## src/rtl/mem_lsu_pkg.sv

```systemverilog
// lsu_pkg: shared definitions for the load/store unit.
//   lsu_state_e         - FSM states (IDLE / REQ / WAIT_R)
//   F3_*                - func3 access width/sign encodings
//   LSU_TIMEOUT_DEFAULT - default bus-cycle budget per access
//   LSU_CNT_W           - width of the timeout counter
//   misaligned()        - access alignment rule shared by the FSM
package lsu_pkg;

  typedef enum logic [1:0] {
    ST_IDLE   = 2'd0,
    ST_REQ    = 2'd1,
    ST_WAIT_R = 2'd2
  } lsu_state_e;

  localparam logic [2:0] F3_B  = 3'b000;
  localparam logic [2:0] F3_H  = 3'b001;
  localparam logic [2:0] F3_W  = 3'b010;
  localparam logic [2:0] F3_BU = 3'b100;
  localparam logic [2:0] F3_HU = 3'b101;

  localparam int LSU_TIMEOUT_DEFAULT = 255;
  localparam int LSU_CNT_W           = 8;

  // Width lives in func3[1:0]; bit 2 only selects zero-extension.
  function automatic logic misaligned(input logic [2:0] f3, input logic [1:0] lo);
    logic r;
    case (f3[1:0])
      2'b00:   r = 1'b0;
      2'b01:   r = lo[0];
      default: r = (lo != 2'b00);
    endcase
    return r;
  endfunction

endpackage

```

## src/rtl/mem_lsu_align.sv

```systemverilog
// lsu_align: combinational byte-lane steering for the LSU.
//   Store side: i_st_size/i_st_lo/i_st_data -> o_be, o_wdata (lane replication)
//   Load side : i_ld_func3/i_ld_lo/i_rdata  -> o_ld_data (extract + extend)
module lsu_align
  import lsu_pkg::*;
(
  input  logic [1:0]  i_st_size,
  input  logic [1:0]  i_st_lo,
  input  logic [31:0] i_st_data,
  output logic [3:0]  o_be,
  output logic [31:0] o_wdata,
  input  logic [2:0]  i_ld_func3,
  input  logic [1:0]  i_ld_lo,
  input  logic [31:0] i_rdata,
  output logic [31:0] o_ld_data
);

  logic [15:0] w_half;
  logic [7:0]  w_byte;

  // Replicating the source across lanes lets the byte enables alone pick
  // which lanes the memory actually writes.
  always_comb begin
    o_be    = 4'b1111;
    o_wdata = i_st_data;
    case (i_st_size)
      2'b00: begin
        o_be    = 4'b0001 << i_st_lo;
        o_wdata = {4{i_st_data[7:0]}};
      end
      2'b01: begin
        o_be    = 4'b0011 << i_st_lo;
        o_wdata = {2{i_st_data[15:0]}};
      end
      default: ;
    endcase
  end

  assign w_half = i_ld_lo[1] ? i_rdata[31:16] : i_rdata[15:0];
  assign w_byte = i_ld_lo[0] ? w_half[15:8]   : w_half[7:0];

  always_comb begin
    case (i_ld_func3)
      F3_B:    o_ld_data = {{24{w_byte[7]}}, w_byte};
      F3_H:    o_ld_data = {{16{w_half[15]}}, w_half};
      F3_BU:   o_ld_data = {24'd0, w_byte};
      F3_HU:   o_ld_data = {16'd0, w_half};
      default: o_ld_data = i_rdata;
    endcase
  end

endmodule

```

## src/rtl/mem_lsu.sv

```systemverilog
// mem_lsu: memory stage load/store unit with a req/gnt + rvalid data bus.
//   i_alu_out/i_rs2_data/i_dm_w_en/i_wb_sel/i_func3/i_rd_index : E/M access
//   o_dmem_* / i_dmem_*   : bus request side (one outstanding access)
//   o_lsu_stall           : holds IF..E/M while an access is in flight
//   o_ld_valid/_data/_rd  : load completion, extended data, destination
//   o_misalign/o_bus_err  : one-cycle fault pulses; o_fault_addr holds addr
module mem_lsu
  import lsu_pkg::*;
#(
  parameter int TIMEOUT_CYCLES = LSU_TIMEOUT_DEFAULT
) (
  input  logic        i_clk,
  input  logic        i_rst,
  input  logic [31:0] i_alu_out,
  input  logic [31:0] i_rs2_data,
  input  logic [3:0]  i_dm_w_en,
  input  logic        i_wb_sel,
  input  logic [2:0]  i_func3,
  input  logic [4:0]  i_rd_index,
  output logic        o_dmem_req,
  output logic        o_dmem_we,
  output logic [31:0] o_dmem_addr,
  output logic [3:0]  o_dmem_be,
  output logic [31:0] o_dmem_wdata,
  input  logic        i_dmem_gnt,
  input  logic        i_dmem_rvalid,
  input  logic [31:0] i_dmem_rdata,
  output logic        o_lsu_stall,
  output logic        o_ld_valid,
  output logic [31:0] o_ld_data,
  output logic [4:0]  o_ld_rd,
  output logic        o_misalign,
  output logic        o_bus_err,
  output logic [31:0] o_fault_addr
);

  localparam logic [LSU_CNT_W-1:0] CNT_LAST = LSU_CNT_W'(TIMEOUT_CYCLES - 1);

  lsu_state_e           r_state, w_next;
  logic [LSU_CNT_W-1:0] r_cnt;
  logic [31:0]          r_addr, r_wdata, r_fault;
  logic [3:0]           r_be;
  logic                 r_we;
  logic [2:0]           r_func3;
  logic [4:0]           r_rd;

  logic        w_access, w_misal, w_capture, w_timeout;
  logic        w_req, w_stall, w_ldv, w_mis, w_berr;
  logic [3:0]  w_be;
  logic [31:0] w_wdata;

  assign w_access  = i_wb_sel | (|i_dm_w_en);
  assign w_misal   = misaligned(i_func3, i_alu_out[1:0]);
  assign w_capture = w_access & ~w_misal;
  // >= rather than ==: a load granted on the last budget cycle still
  // times out in its first WAIT_R cycle instead of wrapping the counter.
  assign w_timeout = (r_cnt >= CNT_LAST);

  lsu_align u_align (
    .i_st_size  (i_func3[1:0]),
    .i_st_lo    (i_alu_out[1:0]),
    .i_st_data  (i_rs2_data),
    .o_be       (w_be),
    .o_wdata    (w_wdata),
    .i_ld_func3 (r_func3),
    .i_ld_lo    (r_addr[1:0]),
    .i_rdata    (i_dmem_rdata),
    .o_ld_data  (o_ld_data)
  );

  always_ff @(posedge i_clk) begin
    if (i_rst) r_state <= ST_IDLE;
    else       r_state <= w_next;
  end

  always_comb begin
    w_next = r_state;
    case (r_state)
      ST_IDLE:   if (w_capture) w_next = ST_REQ;
      ST_REQ: begin
        if (i_dmem_gnt)     w_next = r_we ? ST_IDLE : ST_WAIT_R;
        else if (w_timeout) w_next = ST_IDLE;
      end
      ST_WAIT_R: if (i_dmem_rvalid || w_timeout) w_next = ST_IDLE;
      default:   w_next = ST_IDLE;
    endcase
  end

  // A gnt/rvalid in the timeout cycle completes normally, so the error
  // branch is only reached when the bus did not answer.
  always_comb begin
    w_req   = 1'b0;
    w_stall = 1'b0;
    w_ldv   = 1'b0;
    w_mis   = 1'b0;
    w_berr  = 1'b0;
    case (r_state)
      ST_IDLE: begin
        w_stall = w_capture;
        w_mis   = w_access & w_misal;
      end
      ST_REQ: begin
        w_req = 1'b1;
        if (i_dmem_gnt)     w_stall = ~r_we;
        else if (w_timeout) w_berr  = 1'b1;
        else                w_stall = 1'b1;
      end
      ST_WAIT_R: begin
        if (i_dmem_rvalid)  w_ldv  = 1'b1;
        else if (w_timeout) w_berr = 1'b1;
        else                w_stall = 1'b1;
      end
      default: ;
    endcase
  end

  always_ff @(posedge i_clk) begin
    if (i_rst) begin
      r_cnt   <= '0;
      r_addr  <= '0;
      r_wdata <= '0;
      r_be    <= '0;
      r_we    <= 1'b0;
      r_func3 <= '0;
      r_rd    <= '0;
      r_fault <= '0;
    end else begin
      if (r_state == ST_IDLE) begin
        r_cnt <= '0;
        if (w_capture) begin
          r_addr  <= i_alu_out;
          r_wdata <= w_wdata;
          r_be    <= w_be;
          r_we    <= ~i_wb_sel;
          r_func3 <= i_func3;
          r_rd    <= i_rd_index;
        end
      end else begin
        r_cnt <= r_cnt + LSU_CNT_W'(1);
      end
      if (w_mis)       r_fault <= i_alu_out;
      else if (w_berr) r_fault <= r_addr;
    end
  end

  assign o_dmem_req   = w_req & ~i_rst;
  assign o_dmem_we    = r_we & o_dmem_req;
  assign o_dmem_addr  = {r_addr[31:2], 2'b00};
  assign o_dmem_be    = r_be;
  assign o_dmem_wdata = r_wdata;
  assign o_lsu_stall  = w_stall & ~i_rst;
  assign o_ld_valid   = w_ldv & ~i_rst;
  assign o_ld_rd      = r_rd;
  assign o_misalign   = w_mis & ~i_rst;
  assign o_bus_err    = w_berr & ~i_rst;
  assign o_fault_addr = r_fault;

endmodule

```

## config.mk

```make
export PLATFORM = sky130hd
export DESIGN_NAME = mem_lsu
export DESIGN_NICKNAME = d
export VERILOG_FILES = /design/src/rtl/mem_lsu_pkg.sv /design/src/rtl/mem_lsu_align.sv /design/src/rtl/mem_lsu.sv
export SDC_FILE = /design/constraint.sdc
export NUM_CORES = 1
export LEC_CHECK = 0
export ABC_AREA = 1
export BUFFER_PORTS_ARGS = -buffer_cell sky130_fd_sc_hd__buf_2
export CORE_MARGIN = 2
export CORE_UTILIZATION = 40
export CTS_CLUSTER_DIAMETER = 120
export DETAILED_ROUTE_END_ITERATION = 16
export GPL_TIMING_DRIVEN = 0
export PLACE_DENSITY = 0.78
export SLEW_MARGIN = 20
export SYNTH_ARGS = -nofsm -noshare
export SYNTH_HDL_FRONTEND = slang
export SYNTH_HIERARCHICAL = 1
export SYNTH_SLANG_ARGS = --single-unit
```

## constraint.sdc

```tcl
create_clock -name i_clk -period 2.45 [get_ports i_clk]
set_input_delay 0.49 -clock i_clk [delete_from_list [all_inputs] [get_ports i_clk]]
set_output_delay 0.49 -clock i_clk [all_outputs]
set_load 0.02 [all_outputs]
```

==> flow_summary.ini <==
[route]
num_vias = 7268
postRouteWirelength_um = 20700
drtAntennaViolNets = 0
drt_iter0_markers = 560
drc = 0
via_per_inst = 5.04
firstDrtPassIters = 5
wl_per_cell_um = 14.4

[floorplan]
die_width_um = 130
initial_core_util_pct = 41.3
die_area_mm2 = 0.0168
io_pins = 256
rows = 45
die_h_um = 130
core_area_mm2 = 0.0153

[logic_synthesis]
avgSynthCellArea_um2 = 6.71
syn_inst = 944
synth_largest_area_cell = dfxtp_1
synth_edf_count = 0
yosysMostFrequentCell = nand2_1
yosysUniqueCellTypes = 33
yosys_warnings = 6
synthTopCellsByArea = dfxtp_1 (38%), nand2_1 (15%), a21oi_1 (9.4%), nand3_1 (7.5%), inv_1 (5.5%)
syn_area_mm2 = 0.00633
synth_common_cells = nand2_1 (251), a21oi_1 (119), dfxtp_1 (119)
ys_async_sr_fraction_pct = 0
synth_flop_cell = dfxtp_1
synth_top_area_share_pct = 37.6
synth.yosys.seq_area_share_pct = 37.6
ys_seq_elements = 119

[clocking]
clockBufferDepth = 2
cts_root_buf = clkbuf_16
cts_buffers = 17
cts_tree = done
clock-sinks = 119
clk_pin_slew_ns = 0.05
htreeDepth = 4
ctsHoldBuffers = 0
clk_latency_ns = 0.42

[timing]
max_freq_mhz = 429
slew_violations = 0
whs_ns = 0.278
period_share_pct = 95.2
worst_slew_pin_slew_ns = 0.647
hold_viol = 0
max_slew_margin_pct = 56.8
period_needed_ns = 2.33
clock_skew_ns = 0.0117
final-setup-viol-count = 0

[critical_path]
crit_type = in -> out
crit_path_max_incr_delay_ns = 0.57
crit_buf_inv = 3
crit_family = buffers and inverters
cp_max_fo = 10
cp_cell_sequence = clkbuf_1, clkbuf_1, nor2_1, buf_2
crit_path_frequent_cell = clkbuf_1
cp.required_ns = 1.96
critPathLaunchType = primary input
crit_slowest_cell = clkbuf_1
cp-end-kind = output pin
arrival_ns = 1.84

[cells_and_area]
n_antenna_cell = 0
finalCoreUtilization_pct = 56.0
final_nets = 1337
drive_above_1_share_pct = 30.8
fin_cells = 1442
areaGrowthSynthToFinish_pct = 35.4

[global_routing]
first_global_vias = 6540
antenna_found_initial = 0
grt_max_degree = 20
grt-ovfl-total = 0
grt_pass1_wl_um = 31900
grt_util_all_layers_pct = 23.9

[pwr]
power_density_mw_per_mm2 = 947
leakage_nw = 4.39
irDropWorstVdd_mv = 0.456

[placement]
dp_hpwl_um = 15600
portBuffers = 252
gp_congestion = 0.919
dp_cells = 1408

[status]
status = complete, no violations

[flow_run]
cap_violations = 0

[hold_path]
hold_class = in -> reg
[routing by layer]
metal / track usage, % / vias to the layer above / wire length, um
li1: - / 3599 / -
met1: 30.0 / 3312 / 8860
met2: 40.6 / 316 / 9800
met3: 5.78 / 41 / 1630
met4: 7.15 / 0 / 421
met5: 0 / - / 0
[cell usage in the layout, fill, tap and decap left out, types with 11 or more instances in the layout]
master	count
buf_4	48
o21ai_0	53
clkbuf_16	17
nand2_1	250
inv_1	92
nand3_1	95
o211ai_1	11
nand4_1	32
clkbuf_1	33
dfxtp_1	116
buf_2	268
nor2_1	29
a21oi_1	118
[flip-flops by register name (all words and copies together), names as in the netlist]
signal,cells
o_dmem_wdata,32
r_we,1
r_addr,32
o_ld_rd,5
r_func3,3
r_cnt,8
o_dmem_be,4
o_fault_addr,32
r_state,2
[kinds of logic after synthesis]
| kind of cell | after synthesis | synth area share, % |
|---|---|---|
| xor+xnor | 1 | 0.138 |
| other cells | 1 | 0.0592 |
| buf+inv | 198 | 15.3 |
| flops | 119 | 37.6 |
| simple gates | 424 | 29.4 |
| compound gates | 195 | 16.3 |
| fa+ha+maj | 6 | 1.19 |
[power breakdown]
| part | total, mW | switching (mW) | internal [mW] |
|---|---|---|---|
| clock | 2.76 | 0.961 | 1.80 |
| sequential | 2.39 | 0.163 | 2.22 |
| combinational | 2.97 | 1.92 | 1.05 |
| total | 8.12 | 3.05 | 5.07 |
[stage by stage]
step           setup slack, ns  total power [mW]  TNS [ns]  cell area, um^2
3_5_place_dp           -0.0115              5.34   -0.0154             7860
3_3_place_gp           -0.0295              5.30   -0.0347             7860
6_report                 0.118              8.12         0             8570
2_1_floorplan            0.463              4.37         0             6330
4_1_cts                0.00174              8.12         0             8540
5_1_grt               -0.00886              8.55  -0.00886             8570
[worst paths after layout]
path	cells past startpoint	slack [ns]	endpoint	from
max	4	0.12	o_dmem_req	i_rst
max reg2reg	8	0.40	o_fault_addr[16]	r_state[0]
min	2	0.28	r_we	i_wb_sel
min reg2reg	1	0.46	r_cnt[0]	r_cnt[0]
[final cells by class]
class / instances / area [um^2]
fillers: 1501 / 6740
multi-input cells: 628 / 3000
flip-flops and latches: 119 / 2390
repair buffers: 256 / 1290
plain buffers: 101 / 621
clock buffers: 20 / 467
inverters: 95 / 357
well taps: 211 / 264
clock inverters: 12 / 186
[what timing repair did]
| action | 4_1_cts | 5_1_grt |
|---|---|---|
| buffers inserted | 1 | 3 |
| endpoints found under the setup margin | 3 | 26 |
| resized for setup | 7 | 6 |
| pin swaps | 1 | 0 |
Note: power is estimated with default switching activity, not from simulation.
